File: src/rtl/dispatch_sched_if.sv
// Dispatch handshake bundle: rename slots in, ROB / int issue queue / busy
// table out, plus flush and the stall counter observation port.
`ifndef ROB_STATE_IDLE
`define ROB_STATE_IDLE 2'b00
`endif

interface dispatch_sched_if #(
  parameter int PAYLOAD_WIDTH = 241,
  parameter int ROBID_WIDTH   = 7,
  parameter int DATA_WIDTH    = 248
);
  logic                     pipe2disp_instr0_valid;
  logic                     pipe2disp_instr1_valid;
  logic                     disp2pipe_instr0_ready;
  logic                     disp2pipe_instr1_ready;
  logic [PAYLOAD_WIDTH-1:0] instr0_payload;
  logic [PAYLOAD_WIDTH-1:0] instr1_payload;
  logic [5:0]               instr0_prd;
  logic [5:0]               instr1_prd;
  logic                     instr0_need_to_wb;
  logic                     instr1_need_to_wb;
  logic                     rob_can_enq;
  logic                     rob_can_enq2;
  logic [1:0]               rob_state;
  logic [ROBID_WIDTH-1:0]   rob2disp_instr_robid;
  logic                     disp2rob_instr0_enq_valid;
  logic                     disp2rob_instr1_enq_valid;
  logic [PAYLOAD_WIDTH-1:0] disp2rob_instr0_payload;
  logic [PAYLOAD_WIDTH-1:0] disp2rob_instr1_payload;
  logic                     intisq_can_enq;
  logic                     disp2intisq_enq_valid;
  logic [DATA_WIDTH-1:0]    disp2intisq_instr0_enq_data;
  logic                     disp2bt_alloc_instr0rd_en;
  logic                     disp2bt_alloc_instr1rd_en;
  logic [5:0]               disp2bt_alloc_instr0rd_addr;
  logic [5:0]               disp2bt_alloc_instr1rd_addr;
  logic                     flush_valid;
  logic [31:0]              disp_stall_cnt;

  // Dispatch side
  modport slave (
    input  pipe2disp_instr0_valid, pipe2disp_instr1_valid,
    input  instr0_payload, instr1_payload, instr0_prd, instr1_prd,
    input  instr0_need_to_wb, instr1_need_to_wb,
    input  rob_can_enq, rob_can_enq2, rob_state, rob2disp_instr_robid,
    input  intisq_can_enq, flush_valid,
    output disp2pipe_instr0_ready, disp2pipe_instr1_ready,
    output disp2rob_instr0_enq_valid, disp2rob_instr1_enq_valid,
    output disp2rob_instr0_payload, disp2rob_instr1_payload,
    output disp2intisq_enq_valid, disp2intisq_instr0_enq_data,
    output disp2bt_alloc_instr0rd_en, disp2bt_alloc_instr1rd_en,
    output disp2bt_alloc_instr0rd_addr, disp2bt_alloc_instr1rd_addr,
    output disp_stall_cnt
  );

  // Rename / backend environment side
  modport master (
    output pipe2disp_instr0_valid, pipe2disp_instr1_valid,
    output instr0_payload, instr1_payload, instr0_prd, instr1_prd,
    output instr0_need_to_wb, instr1_need_to_wb,
    output rob_can_enq, rob_can_enq2, rob_state, rob2disp_instr_robid,
    output intisq_can_enq, flush_valid,
    input  disp2pipe_instr0_ready, disp2pipe_instr1_ready,
    input  disp2rob_instr0_enq_valid, disp2rob_instr1_enq_valid,
    input  disp2rob_instr0_payload, disp2rob_instr1_payload,
    input  disp2intisq_enq_valid, disp2intisq_instr0_enq_data,
    input  disp2bt_alloc_instr0rd_en, disp2bt_alloc_instr1rd_en,
    input  disp2bt_alloc_instr0rd_addr, disp2bt_alloc_instr1rd_addr,
    input  disp_stall_cnt
  );
endinterface

File: src/rtl/dispatch_sched.sv
// Dual-slot dispatch sequencer: both instructions enter the ROB together,
// slot1 is parked in a one-entry hold register and reaches the single-port
// integer issue queue one cycle (or more, under backpressure) later.
`ifndef ROB_STATE_IDLE
`define ROB_STATE_IDLE 2'b00
`endif

module dispatch_sched #(
  parameter int PAYLOAD_WIDTH = 241,
  parameter int ROBID_WIDTH   = 7,
  parameter int DATA_WIDTH    = 248
) (
  input  logic            clock,
  input  logic            reset_n,  // active-high synchronous reset
  dispatch_sched_if.slave bus
);
  typedef enum logic [1:0] {S_IDLE, S_HOLD, S_FLUSH} state_t;

  state_t                 state_q, state_d;
  logic                   hold_valid_q, hold_valid_d;
  logic [DATA_WIDTH-1:0]  hold_data_q, hold_data_d;
  logic [31:0]            stall_cnt_q, stall_cnt_d;

  logic                   ok;
  logic                   rob_idle;
  logic                   ready0, ready1, fire0, fire1;
  logic [ROBID_WIDTH-1:0] robid_next;

  assign rob_idle   = (bus.rob_state == `ROB_STATE_IDLE);
  assign ok         = bus.rob_can_enq & bus.intisq_can_enq & rob_idle & ~bus.flush_valid;
  assign robid_next = bus.rob2disp_instr_robid + 1'b1;

  // Output decode and next-state; flush overrides everything, reset silences outputs
  always_comb begin
    state_d      = state_q;
    hold_valid_d = hold_valid_q;
    hold_data_d  = hold_data_q;
    ready0       = 1'b0;
    ready1       = 1'b0;
    fire0        = 1'b0;
    fire1        = 1'b0;
    bus.disp2rob_instr0_enq_valid   = 1'b0;
    bus.disp2rob_instr1_enq_valid   = 1'b0;
    bus.disp2rob_instr0_payload     = bus.instr0_payload;
    bus.disp2rob_instr1_payload     = bus.instr1_payload;
    bus.disp2intisq_enq_valid       = 1'b0;
    bus.disp2intisq_instr0_enq_data = {bus.rob2disp_instr_robid, bus.instr0_payload};
    bus.disp2bt_alloc_instr0rd_en   = 1'b0;
    bus.disp2bt_alloc_instr1rd_en   = 1'b0;
    bus.disp2bt_alloc_instr0rd_addr = bus.instr0_prd;
    bus.disp2bt_alloc_instr1rd_addr = bus.instr1_prd;
    if (!reset_n) begin
      if (bus.flush_valid) begin
        hold_valid_d = 1'b0;
        state_d      = S_FLUSH;
      end else begin
        case (state_q)
          S_IDLE: begin
            ready0 = ok;
            ready1 = ok & bus.rob_can_enq2;
            fire0  = bus.pipe2disp_instr0_valid & ready0;
            fire1  = fire0 & bus.pipe2disp_instr1_valid & ready1;
            bus.disp2rob_instr0_enq_valid = fire0;
            bus.disp2intisq_enq_valid     = fire0;
            bus.disp2bt_alloc_instr0rd_en = fire0 & bus.instr0_need_to_wb;
            bus.disp2rob_instr1_enq_valid = fire1;
            bus.disp2bt_alloc_instr1rd_en = fire1 & bus.instr1_need_to_wb;
            if (fire1) begin
              // slot1 takes the id after slot0, wrapping at the pointer width
              hold_data_d  = {robid_next, bus.instr1_payload};
              hold_valid_d = 1'b1;
              state_d      = S_HOLD;
            end
          end
          S_HOLD: begin
            bus.disp2intisq_enq_valid       = hold_valid_q & bus.intisq_can_enq;
            bus.disp2intisq_instr0_enq_data = hold_data_q;
            if (hold_valid_q & bus.intisq_can_enq) begin
              hold_valid_d = 1'b0;
              state_d      = S_IDLE;
            end
          end
          S_FLUSH: begin
            if (rob_idle) state_d = S_IDLE;
          end
          default: state_d = S_IDLE;
        endcase
      end
    end
  end

  assign bus.disp2pipe_instr0_ready = ready0;
  assign bus.disp2pipe_instr1_ready = ready1;
  assign bus.disp_stall_cnt         = stall_cnt_q;

  // Stall counter: counts cycles slot0 is offered but refused, saturating
  always_comb begin
    stall_cnt_d = stall_cnt_q;
    if (bus.pipe2disp_instr0_valid & ~ready0 & (stall_cnt_q != 32'hFFFF_FFFF))
      stall_cnt_d = stall_cnt_q + 32'd1;
  end

  // Control state: FSM, hold-valid flag and stall counter
  always_ff @(posedge clock) begin
    if (reset_n) begin
      state_q      <= S_IDLE;
      hold_valid_q <= 1'b0;
      stall_cnt_q  <= 32'd0;
    end else begin
      state_q      <= state_d;
      hold_valid_q <= hold_valid_d;
      stall_cnt_q  <= stall_cnt_d;
    end
  end

  // Hold data is qualified by hold_valid_q, so it needs no reset
  always_ff @(posedge clock) begin
    hold_data_q <= hold_data_d;
  end
endmodule

File: src/flat_wrapper.sv
// flat-port wrapper written by rule: the top's interface ports become plain ports
module dispatch_sched_flat 
#(
  parameter int PAYLOAD_WIDTH = 241,
  parameter int ROBID_WIDTH   = 7,
  parameter int DATA_WIDTH    = 248
)
  (clock, reset_n, bus_pipe2disp_instr0_valid, bus_pipe2disp_instr1_valid, bus_instr0_payload, bus_instr1_payload, bus_instr0_prd, bus_instr1_prd, bus_instr0_need_to_wb, bus_instr1_need_to_wb, bus_rob_can_enq, bus_rob_can_enq2, bus_rob_state, bus_rob2disp_instr_robid, bus_intisq_can_enq, bus_flush_valid, bus_disp2pipe_instr0_ready, bus_disp2pipe_instr1_ready, bus_disp2rob_instr0_enq_valid, bus_disp2rob_instr1_enq_valid, bus_disp2rob_instr0_payload, bus_disp2rob_instr1_payload, bus_disp2intisq_enq_valid, bus_disp2intisq_instr0_enq_data, bus_disp2bt_alloc_instr0rd_en, bus_disp2bt_alloc_instr1rd_en, bus_disp2bt_alloc_instr0rd_addr, bus_disp2bt_alloc_instr1rd_addr, bus_disp_stall_cnt);
  dispatch_sched_if #(.PAYLOAD_WIDTH(PAYLOAD_WIDTH), .ROBID_WIDTH(ROBID_WIDTH), .DATA_WIDTH(DATA_WIDTH)) bus_i ();
  input  logic clock;
  input  logic reset_n;
  input wire logic [$bits(bus_i.pipe2disp_instr0_valid)-1:0] bus_pipe2disp_instr0_valid;
  input wire logic [$bits(bus_i.pipe2disp_instr1_valid)-1:0] bus_pipe2disp_instr1_valid;
  input wire logic [$bits(bus_i.instr0_payload)-1:0] bus_instr0_payload;
  input wire logic [$bits(bus_i.instr1_payload)-1:0] bus_instr1_payload;
  input wire logic [$bits(bus_i.instr0_prd)-1:0] bus_instr0_prd;
  input wire logic [$bits(bus_i.instr1_prd)-1:0] bus_instr1_prd;
  input wire logic [$bits(bus_i.instr0_need_to_wb)-1:0] bus_instr0_need_to_wb;
  input wire logic [$bits(bus_i.instr1_need_to_wb)-1:0] bus_instr1_need_to_wb;
  input wire logic [$bits(bus_i.rob_can_enq)-1:0] bus_rob_can_enq;
  input wire logic [$bits(bus_i.rob_can_enq2)-1:0] bus_rob_can_enq2;
  input wire logic [$bits(bus_i.rob_state)-1:0] bus_rob_state;
  input wire logic [$bits(bus_i.rob2disp_instr_robid)-1:0] bus_rob2disp_instr_robid;
  input wire logic [$bits(bus_i.intisq_can_enq)-1:0] bus_intisq_can_enq;
  input wire logic [$bits(bus_i.flush_valid)-1:0] bus_flush_valid;
  output wire logic [$bits(bus_i.disp2pipe_instr0_ready)-1:0] bus_disp2pipe_instr0_ready;
  output wire logic [$bits(bus_i.disp2pipe_instr1_ready)-1:0] bus_disp2pipe_instr1_ready;
  output wire logic [$bits(bus_i.disp2rob_instr0_enq_valid)-1:0] bus_disp2rob_instr0_enq_valid;
  output wire logic [$bits(bus_i.disp2rob_instr1_enq_valid)-1:0] bus_disp2rob_instr1_enq_valid;
  output wire logic [$bits(bus_i.disp2rob_instr0_payload)-1:0] bus_disp2rob_instr0_payload;
  output wire logic [$bits(bus_i.disp2rob_instr1_payload)-1:0] bus_disp2rob_instr1_payload;
  output wire logic [$bits(bus_i.disp2intisq_enq_valid)-1:0] bus_disp2intisq_enq_valid;
  output wire logic [$bits(bus_i.disp2intisq_instr0_enq_data)-1:0] bus_disp2intisq_instr0_enq_data;
  output wire logic [$bits(bus_i.disp2bt_alloc_instr0rd_en)-1:0] bus_disp2bt_alloc_instr0rd_en;
  output wire logic [$bits(bus_i.disp2bt_alloc_instr1rd_en)-1:0] bus_disp2bt_alloc_instr1rd_en;
  output wire logic [$bits(bus_i.disp2bt_alloc_instr0rd_addr)-1:0] bus_disp2bt_alloc_instr0rd_addr;
  output wire logic [$bits(bus_i.disp2bt_alloc_instr1rd_addr)-1:0] bus_disp2bt_alloc_instr1rd_addr;
  output wire logic [$bits(bus_i.disp_stall_cnt)-1:0] bus_disp_stall_cnt;
  assign bus_i.pipe2disp_instr0_valid = bus_pipe2disp_instr0_valid;
  assign bus_i.pipe2disp_instr1_valid = bus_pipe2disp_instr1_valid;
  assign bus_i.instr0_payload = bus_instr0_payload;
  assign bus_i.instr1_payload = bus_instr1_payload;
  assign bus_i.instr0_prd = bus_instr0_prd;
  assign bus_i.instr1_prd = bus_instr1_prd;
  assign bus_i.instr0_need_to_wb = bus_instr0_need_to_wb;
  assign bus_i.instr1_need_to_wb = bus_instr1_need_to_wb;
  assign bus_i.rob_can_enq = bus_rob_can_enq;
  assign bus_i.rob_can_enq2 = bus_rob_can_enq2;
  assign bus_i.rob_state = bus_rob_state;
  assign bus_i.rob2disp_instr_robid = bus_rob2disp_instr_robid;
  assign bus_i.intisq_can_enq = bus_intisq_can_enq;
  assign bus_i.flush_valid = bus_flush_valid;
  assign bus_disp2pipe_instr0_ready = bus_i.disp2pipe_instr0_ready;
  assign bus_disp2pipe_instr1_ready = bus_i.disp2pipe_instr1_ready;
  assign bus_disp2rob_instr0_enq_valid = bus_i.disp2rob_instr0_enq_valid;
  assign bus_disp2rob_instr1_enq_valid = bus_i.disp2rob_instr1_enq_valid;
  assign bus_disp2rob_instr0_payload = bus_i.disp2rob_instr0_payload;
  assign bus_disp2rob_instr1_payload = bus_i.disp2rob_instr1_payload;
  assign bus_disp2intisq_enq_valid = bus_i.disp2intisq_enq_valid;
  assign bus_disp2intisq_instr0_enq_data = bus_i.disp2intisq_instr0_enq_data;
  assign bus_disp2bt_alloc_instr0rd_en = bus_i.disp2bt_alloc_instr0rd_en;
  assign bus_disp2bt_alloc_instr1rd_en = bus_i.disp2bt_alloc_instr1rd_en;
  assign bus_disp2bt_alloc_instr0rd_addr = bus_i.disp2bt_alloc_instr0rd_addr;
  assign bus_disp2bt_alloc_instr1rd_addr = bus_i.disp2bt_alloc_instr1rd_addr;
  assign bus_disp_stall_cnt = bus_i.disp_stall_cnt;
  dispatch_sched #(.PAYLOAD_WIDTH(PAYLOAD_WIDTH), .ROBID_WIDTH(ROBID_WIDTH), .DATA_WIDTH(DATA_WIDTH)) u_core (.clock(clock), .reset_n(reset_n), .bus(bus_i));
endmodule
File: config.mk
export PLATFORM = sky130hd
export DESIGN_NAME = dispatch_sched_flat
export DESIGN_NICKNAME = d
export VERILOG_FILES = /design/src/rtl/dispatch_sched_if.sv /design/src/rtl/dispatch_sched.sv /design/src/flat_wrapper.sv
export SDC_FILE = /design/constraint.sdc
export NUM_CORES = 1
export LEC_CHECK = 0
export CELL_PAD_IN_SITES_DETAIL_PLACEMENT = 2
export CELL_PAD_IN_SITES_GLOBAL_PLACEMENT = 2
export CORE_AREA = 2 2 501 503
export CTS_CLUSTER_SIZE = 8
export DETAILED_ROUTE_END_ITERATION = 8
export DIE_AREA = 0 0 503 505
export DONT_BUFFER_PORTS = 1
export PLACE_DENSITY_LB_ADDON = 0.1
export SLEW_MARGIN = 20
export SYNTH_ARGS = -nofsm -noshare
export SYNTH_HDL_FRONTEND = slang
export SYNTH_SLANG_ARGS = --single-unit
File: constraint.sdc
create_clock -name clock -period 23.8 [get_ports clock]
set_clock_uncertainty 0.2 [all_clocks]
set_input_delay 4.76 -clock clock [delete_from_list [all_inputs] [get_ports clock]]
set_output_delay 4.76 -clock clock [all_outputs]
set_load 0.02 [all_outputs]
Word-level counts from Yosys, hierarchy flattened:

Cells that the tools add are included.

* RAM bits: 0
* bits in read-only memories: 0
* word-level logic and storage cells: 71
* output and inout bits: 781
* memories: 0
* register bits: 283
* bits in latches: 0

* $lt $le $gt $ge: 0
* mux-type cells: 32
* shift operators: 0
* equality and inequality tests: 9
* add/subtract/negate cells: 2
* reductions and logical operators: 8
* div/mod/pow operators: 0
* bitwise logic cells: 15
* $mul: 0

Operators by type and width (count)
* $mux 248: 3
* $add 32x1->32 const B: 1
* $ne 32x32->1 const B: 1
* $mux 1: 22
* $and 1x1->1: 12
* $ne 3x2->1 const B: 3
* $reduce_and 3->1: 3
* $mux 2: 4
* $add 7x1->7 const B: 1
* $ne 2x1->1 const B: 3
* $pmux 2 s3: 1
* $logic_not 2->1: 2
* $pmux 1 s2: 2
* $reduce_and 4->1: 1
* $not 1->1: 3
* $eq 2x1->1 const B: 1
* $eq 2x2->1 const B: 1
* $reduce_bool 2->1: 1
* $reduce_or 2->1: 1

Longest topological paths before layout:

Gate-level depths: netlist of the first run.

* word-level depth: 10
* gate-level depth with buffers: 8
* mapped depth without buffers: 6

Worst setup path after synthesis of the first run:

OpenSTA, ideal clock, no wires.

* kind: input -> output
* start point: input port bus_intisq_can_enq
* end point: output port bus_disp2bt_alloc_instr1rd_en
* path slack: 2056 ps
* buffers on the path: 0
* cell stages on the path: 4
* data arrival time: 16784 ps
* cell sequence: nor4bb_1 -> nand4b_1 -> nor2_1 -> and2_1

* cells in the longest elaborated chain, start to end: 10
* elaborated cells on any way between the ends: 11
* those cells by class: mux (3); bitwise (8)

RTL lines
* from (decl): RTL line flat_wrapper.sv:24 `input wire logic [$bits(bus_i.intisq_can_enq)-1:0] bus_intisq_can_enq;`
* $and 1x1->1 * (3 in series): RTL line dispatch_sched.sv:30 `assign ok = bus.rob_can_enq & bus.intisq_can_enq & rob_idle & ~bus.flush_valid;`
* $and 1x1->1: RTL line dispatch_sched.sv:61 `fire0 = bus.pipe2disp_instr0_valid & ready0;`
* $and 1x1->1: RTL line dispatch_sched.sv:62 `fire1 = fire0 & bus.pipe2disp_instr1_valid & ready1;`
* $and 1x1->1 *: RTL line dispatch_sched.sv:62
* $and 1x1->1 *: RTL line dispatch_sched.sv:67 `bus.disp2bt_alloc_instr1rd_en = fire1 & bus.instr1_need_to_wb;`
* $mux 1 *: RTL line dispatch_sched.sv:57 `case (state_q)`
* $mux 1 *: RTL line dispatch_sched.sv:53 `if (bus.flush_valid) begin`
* $mux 1 *: RTL line dispatch_sched.sv:52 `if (!reset_n) begin`
* to (decl): RTL line flat_wrapper.sv:35 `output wire logic [$bits(bus_i.disp2bt_alloc_instr1rd_en)-1:0] bus_disp2bt_alloc_instr1rd_en;`

Mark *: on every way between the ends. The rest lies on a longest branch, timed or not.

Worst setup path after layout of the first run:

* start point: input port reset_n
* end point: output port bus_disp2intisq_instr0_enq_data[98]

* cells in the longest elaborated chain, start to end: 1

RTL lines
* from (decl): RTL line flat_wrapper.sv:11 `input logic reset_n;`
* $mux 248: RTL line dispatch_sched.sv:52
* to (decl): RTL line flat_wrapper.sv:33 `output wire logic [$bits(bus_i.disp2intisq_instr0_enq_data)-1:0] bus_disp2intisq_instr0_enq_data;`

Every way passes these cells.

==> flow_metrics.py, run 1 <==
metrics = {
    "yosys": {
        "yosysUniqueCellTypes": 41,
        "async_flop_share_pct": 0,
        "synthTopCellsByArea": "edfxtp_1 (46%), buf_4 (23%), mux2_2 (18%)",
        "yosysSeqAreaShare_pct": 50.7,
        "synth_fp_nets": 1785,
        "yosys_warnings": 0,
        "syn_area_mm2": 0.0161,
        "synth_top_area_share_pct": 46.4,
        "avgSynthCellArea_um2": 12.6,
        "ys_ff_latch": 283,
        "synth_top_flop_cell": "edfxtp_1",
        "synth.most_common_cell": "buf_4",
        "synth.top_cells.by_count": "buf_4 (494), mux2_2 (254), edfxtp_1 (248)",
        "yosys.area.top_type": "edfxtp_1",
        "synth_cells": 1270,
        "synth_edf_count": 248,
    },
    "worst_setup_path": {
        "r2r_end": "u_core.hold_data_q[128]",
        "end_kind": "primary output",
        "ff2ff_path_depth": 6,
        "crit_fanout": 67,
        "crit_type": "in2out",
        "required_ps": 18840,
        "r2r_start": "u_core.state_q[1]",
        "r2r_setup_slack_ps": 19450,
        "critPathArrivalTime_ps": 7610,
        "worst_setup_path_start_kind": "input pin",
    },
    "worst_hold_path": {
        "hold_start": "u_core.hold_valid_q",
        "hp-class": "reg2reg",
        "min_delay_path_depth": 2,
        "min_to": "u_core.state_q[0]",
    },
    "clock_tree": {
        "clk_latency_ps": 640,
        "htree_num_levels": 2,
        "cts-buffers-inserted": 46,
        "cts_root_buf": "clkbuf_16",
        "post-cts-setup-buffer-count": 0,
        "cts_sinks": 283,
        "clkSlewWorstSetupHoldPaths_ps": 50,
        "cts_tree": "done",
        "ctsHoldBuffers": 0,
        "ctsResizeCount": 0,
        "cts_max_path_buffers": 3,
    },
    "placement": {
        "hpwlAfterDp_mm": 93.4,
        "portBuffers": 0,
        "finalWeightedCongestion": 0.784,
    },
    "floorplan": {
        "core_area_mm2": 0.248,
        "die-width_um": 503,
        "start_util_pct": 6.47,
        "row_count": 183,
        "floorplan.die.height_um": 505,
        "io_pins": 1294,
        "die_area_mm2": 0.254,
    },
    "sta": {
        "grt_setup_unrepaired": "false",
        "final-setup-viol-count": 0,
        "max_freq_ghz": 0.0796,
        "layout_min_cycle_time_ps": 12570,
        "fin_tns_setup_ps": 0,
        "worst_pin_slew_ps": 1150,
        "hold_violations": 0,
        "slew_violations": 0,
        "maxSlewHeadroom_pct": 22.7,
        "fin_hold_ws_ps": 299,
        "period_share_pct": 52.8,
    },
    "drt": {
        "drc": 0,
        "vias": 9066,
        "dr.pass1.iters": 4,
        "drt_iter0_drc": 375,
        "wl_per_cell_um": 25.5,
        "drt-total-wl_mm": 108,
        "antenna_left": 0,
        "vias_per_cell": 2.14,
    },
    "power": {
        "vdd_ir_drop_max_uv": 52.7,
        "p_per_area_mw_per_mm2": 68.6,
        "p_leak_nw": 4.41,
    },
    "grt": {
        "grt_remaining_overflow": 0,
        "grt_pass1_wl_mm": 128,
        "grt_pass1_vias": 8907,
        "grt_start_max_net_pins": 89,
        "antenna_found_initial": 213,
        "grt_use_total_pct": 8.09,
    },
    "finish": {
        "area_growth_syn_to_layout_pct": 12.2,
        "nets": 1310,
        "drive_gt1_share_pct": 40.2,
        "final_util_pct": 7.26,
    },
    "run": {
        "maxCapViolCount": 0,
    },
    "outcome": {
        "status": "finished clean",
    },
}
sequential cells by signal (all words and copies together) (netlist names):
name,count
u_core.hold_valid_q,1
u_core.hold_data_q,248
u_core.bus.disp_stall_cnt,32
u_core.state_q,2
worst max path at each step:
stage	from	endpoint	slack, ps	cells after the start
after detailed placement	bus_flush_valid	bus_disp2intisq_instr0_enq_data[98]	11110	5
after floorplan	bus_intisq_can_enq	bus_disp2bt_alloc_instr1rd_en	2060	4
after CTS	bus_flush_valid	bus_disp2intisq_instr0_enq_data[98]	11110	5
final	reset_n	bus_disp2intisq_instr0_enq_data[98]	11230	5
after global routing	reset_n	bus_disp2intisq_instr0_enq_data[93]	10950	5
after global placement	bus_flush_valid	bus_disp2intisq_instr0_enq_data[72]	11190	5
stage by stage:
step / setup slack [ps] / cells / area, um^2 / total power, mW
2_1_floorplan: 2060 / 1270 / 16100 / 0.727
3_3_place_gp: 11190 / 4077 / 16500 / 0.617
3_5_place_dp: 11110 / 4077 / 16500 / 0.615
4_1_cts: 11110 / 4153 / 17800 / 1.29
5_1_grt: 10950 / 4205 / 17900 / 1.29
6_report: 11230 / 4245 / 18000 / 1.24
power breakdown:
group | internal, mW | switching, mW
logic | 0.0187 | 0.0434
registers | 0.540 | 0.00131
clock network | 0.361 | 0.271
total | 0.920 | 0.315
worst max-delay path, cell delays in order:
cell and delay [ps]:
nor2_1 200, and2_4 470, buf_4 690, buf_4 800, mux2_2 490
placed cells by master (no fill, tap or decap), types with 2 or more instances in the layout:
cell	Yosys	routed
or4_1	12	12
edfxtp_1	248	248
nor2_1	22	21
nand3_1	18	18
or2_2	3	3
o21ba_2	2	2
nor4_1	9	8
xnor2_1	3	3
nand2_1	17	17
a21oi_1	21	21
o21ai_0	10	10
inv_1	4	4
clkbuf_16	0	47
ha_1	2	2
or4_4	2	2
mux2_2	254	254
nand2b_1	4	4
or3_1	11	11
clkinv_1	0	5
o31ai_1	12	12
clkinv_2	0	3
xor2_1	2	2
diode_2	0	92
clkbuf_1	40	19
buf_4	494	11
and2_1	6	5
and3_1	5	5
a21boi_0	2	2
o31a_1	2	2
nor2b_1	7	7
dfxtp_1	35	35
nand4_1	9	9
nor3_1	2	2
cell families after synthesis:
kind of cell	synth area share, %
AO/OA/AOI/OAI	2.06
XOR/XNOR	0.273
adder cells (fa/ha/maj)	0.156
buffers and inverters	24.2
flip-flops	50.7
multiplexers	17.9
AND/OR/NAND/NOR	4.71
final cells by class:
cell class	instances	area (um^2)
Inverter	4	15.0
Clock buffer	67	1260
Timing Repair Buffer	12	103
Tap cell	3330	4170
Sequential cell	283	8150
Antenna cell	92	230
Fill cell	29100	230000
Clock inverter	9	42.5
Multi-Input combinational cell	448	4050
layer usage:
metal / wire length, um / GRT usage [%] / part of all wire [%] / vias up
li1: - / - / - / 3190
met1: 30700 / 6.56 / 28 / 4039
met2: 55000 / 15.0 / 51 / 1258
met3: 15100 / 4.96 / 14 / 513
met4: 7070 / 3.97 / 6.5 / 66
met5: 452 / 0 / 0.42 / -
Note: power is estimated with default switching activity, not from simulation.
==> run 2, diff against run 1 <==
Clock period 23.8 ns to 12.8 ns, I/O delays scaled along.
==> flow_metrics.py, run 2 (synthesized netlist as in run 1, its figures left out) <==
metrics = {
    "outcome": {
        "status": "finished clean",
    },
    "sta": {
        "grt_setup_unrepaired": "false",
        "worst_slack_ps": 5250,
        "period_share_pct": 59.0,
        "worst_pin_slew_ps": 1390,
        "final-setup-viol-count": 0,
        "max_freq_ghz": 0.132,
        "maxSlewHeadroom_pct": 7.57,
        "fin_tns_setup_ps": 0,
        "hold_violations": 0,
        "fin_hold_ws_ps": 322,
        "layout_min_cycle_time_ps": 7550,
        "slew_violations": 0,
    },
    "worst_hold_path": {
        "hold_start": "u_core.hold_valid_q",
        "min_to": "u_core.hold_valid_q",
        "hp-class": "reg2reg",
        "min_delay_path_depth": 1,
    },
    "placement": {
        "dpl_cell_area_mm2": 0.0165,
        "pre_cts_slack_ps": 5370,
        "portBuffers": 0,
        "dpl.cell_count": 4075,
        "hpwlAfterDp_mm": 96.3,
        "finalWeightedCongestion": 0.799,
    },
    "finish": {
        "area_growth_syn_to_layout_pct": 12.4,
        "fillers": 29000,
        "drive_gt1_share_pct": 40.6,
        "largest-register": "u_core.hold_data_q",
        "largest_reg_flops": 248,
        "final_util_pct": 7.27,
        "final_cells": 4234,
        "nets": 1308,
        "design_area_mm2": 0.0180,
        "final_cell_mix": "mux2_2 (254), edfxtp_1 (248), clkbuf_16 (46), dfxtp_1 (35)",
        "layout_commonest_cell": "mux2_2",
    },
    "drt": {
        "dr.pass1.iters": 4,
        "drc": 0,
        "vias_per_cell": 2.17,
        "drt-total-wl_mm": 113,
        "drt_iter0_drc": 424,
        "wl_per_cell_um": 26.6,
        "vias": 9196,
        "antenna_left": 0,
    },
    "worst_setup_path": {
        "worst_setup_path_start_kind": "input pin",
        "required_ps": 10040,
        "end_kind": "primary output",
        "critPathArrivalTime_ps": 4790,
        "cpMaxStageDelayCell": "mux2_2",
        "cp_slowest_stage_delay_ps": 530,
        "crit_fanout": 135,
        "timing.critical_path.from": "reset_n",
        "worst-path-buf-inv": 1,
        "r2r_end": "u_core.hold_data_q[232]",
        "crit_chain": "nor2_1 -> and2_4 -> buf_12 -> mux2_2",
        "path_delay_family": "simple AND/OR/NAND/NOR gates",
        "crit_type": "in2out",
        "ff2ff_path_depth": 7,
        "r2r_start": "u_core.state_q[1]",
        "r2r_setup_slack_ps": 8990,
    },
    "grt": {
        "grt_pass1_wl_mm": 133,
        "grt_pass1_vias": 9151,
        "grt_remaining_overflow": 0,
        "antenna_found_initial": 221,
        "grt_use_total_pct": 8.41,
        "grt_start_max_net_pins": 136,
    },
    "floorplan": {
        "die_area_mm2": 0.254,
        "start_util_pct": 6.47,
        "core_area_mm2": 0.248,
        "row_count": 183,
        "floorplan.die.height_um": 505,
        "die-width_um": 503,
        "io_pins": 1294,
    },
    "clock_tree": {
        "cts_tree": "done",
        "clkSlewWorstSetupHoldPaths_ps": 50,
        "htree_num_levels": 2,
        "cts_max_path_buffers": 3,
        "cts_root_buf": "clkbuf_16",
        "clk_latency_ps": 660,
        "post-cts-setup-buffer-count": 0,
        "ctsResizeCount": 0,
        "cts_sinks": 283,
        "ctsHoldBuffers": 0,
        "cts-buffers-inserted": 46,
    },
    "power": {
        "total_power_mw": 2.35,
        "p_per_area_mw_per_mm2": 130,
        "p_leak_nw": 4.43,
        "vdd_ir_drop_max_uv": 86.5,
    },
    "run": {
        "maxCapViolCount": 0,
    },
}
[run 2: cell types whose count changed in the layout (fill, tap and decap cells not counted), sizes merged]
cell,change
clkinv,+3
diode,-6
clkbuf,-9
buf,-2
bufinv,+2
inv,+1
[run 2: power by group]
| part | total [mW] | switching (mW) | internal, mW |
|---|---|---|---|
| Clock | 1.22 | 0.534 | 0.691 |
| Sequential | 1.01 | 0.00255 | 1.00 |
| Combinational | 0.118 | 0.0836 | 0.0349 |
| Total | 2.35 | 0.620 | 1.73 |
[run 2: worst max-delay path by stage]
stage,to,slack [ps],cells after the start
floorplan,bus_disp2bt_alloc_instr1rd_en,2610,4
global placement,bus_disp2intisq_instr0_enq_data[166],5460,4
detailed placement,bus_disp2intisq_instr0_enq_data[166],5370,4
CTS,bus_disp2intisq_instr0_enq_data[166],5370,4
global route,bus_disp2intisq_instr0_enq_data[166],5260,4
finish,bus_disp2intisq_instr0_enq_data[159],5250,4
[run 2: layout make-up]
class / instances / area (um^2) / area share [%]
timing repair buffer: 10 / 125 / 0.693
tap: 3330 / 4170 / 23.1
multi-input combinational: 448 / 4050 / 22.4
clock inverter: 15 / 138 / 0.763
sequential: 283 / 8150 / 45.1
inverter: 4 / 15.0 / 0.0832
antenna: 86 / 215 / 1.19
clock buffer: 58 / 1200 / 6.63
[run 2: per-layer routing]
| metal | GRT usage, % | part of all wire [%] | up-vias |
|---|---|---|---|
| met5 | 0 | 0.48 | - |
| met4 | 4.63 | 6.7 | 76 |
| met3 | 5.45 | 14 | 536 |
| met2 | 15.0 | 49 | 1243 |
| met1 | 6.99 | 29 | 4155 |
| li1 | - | - | 3186 |
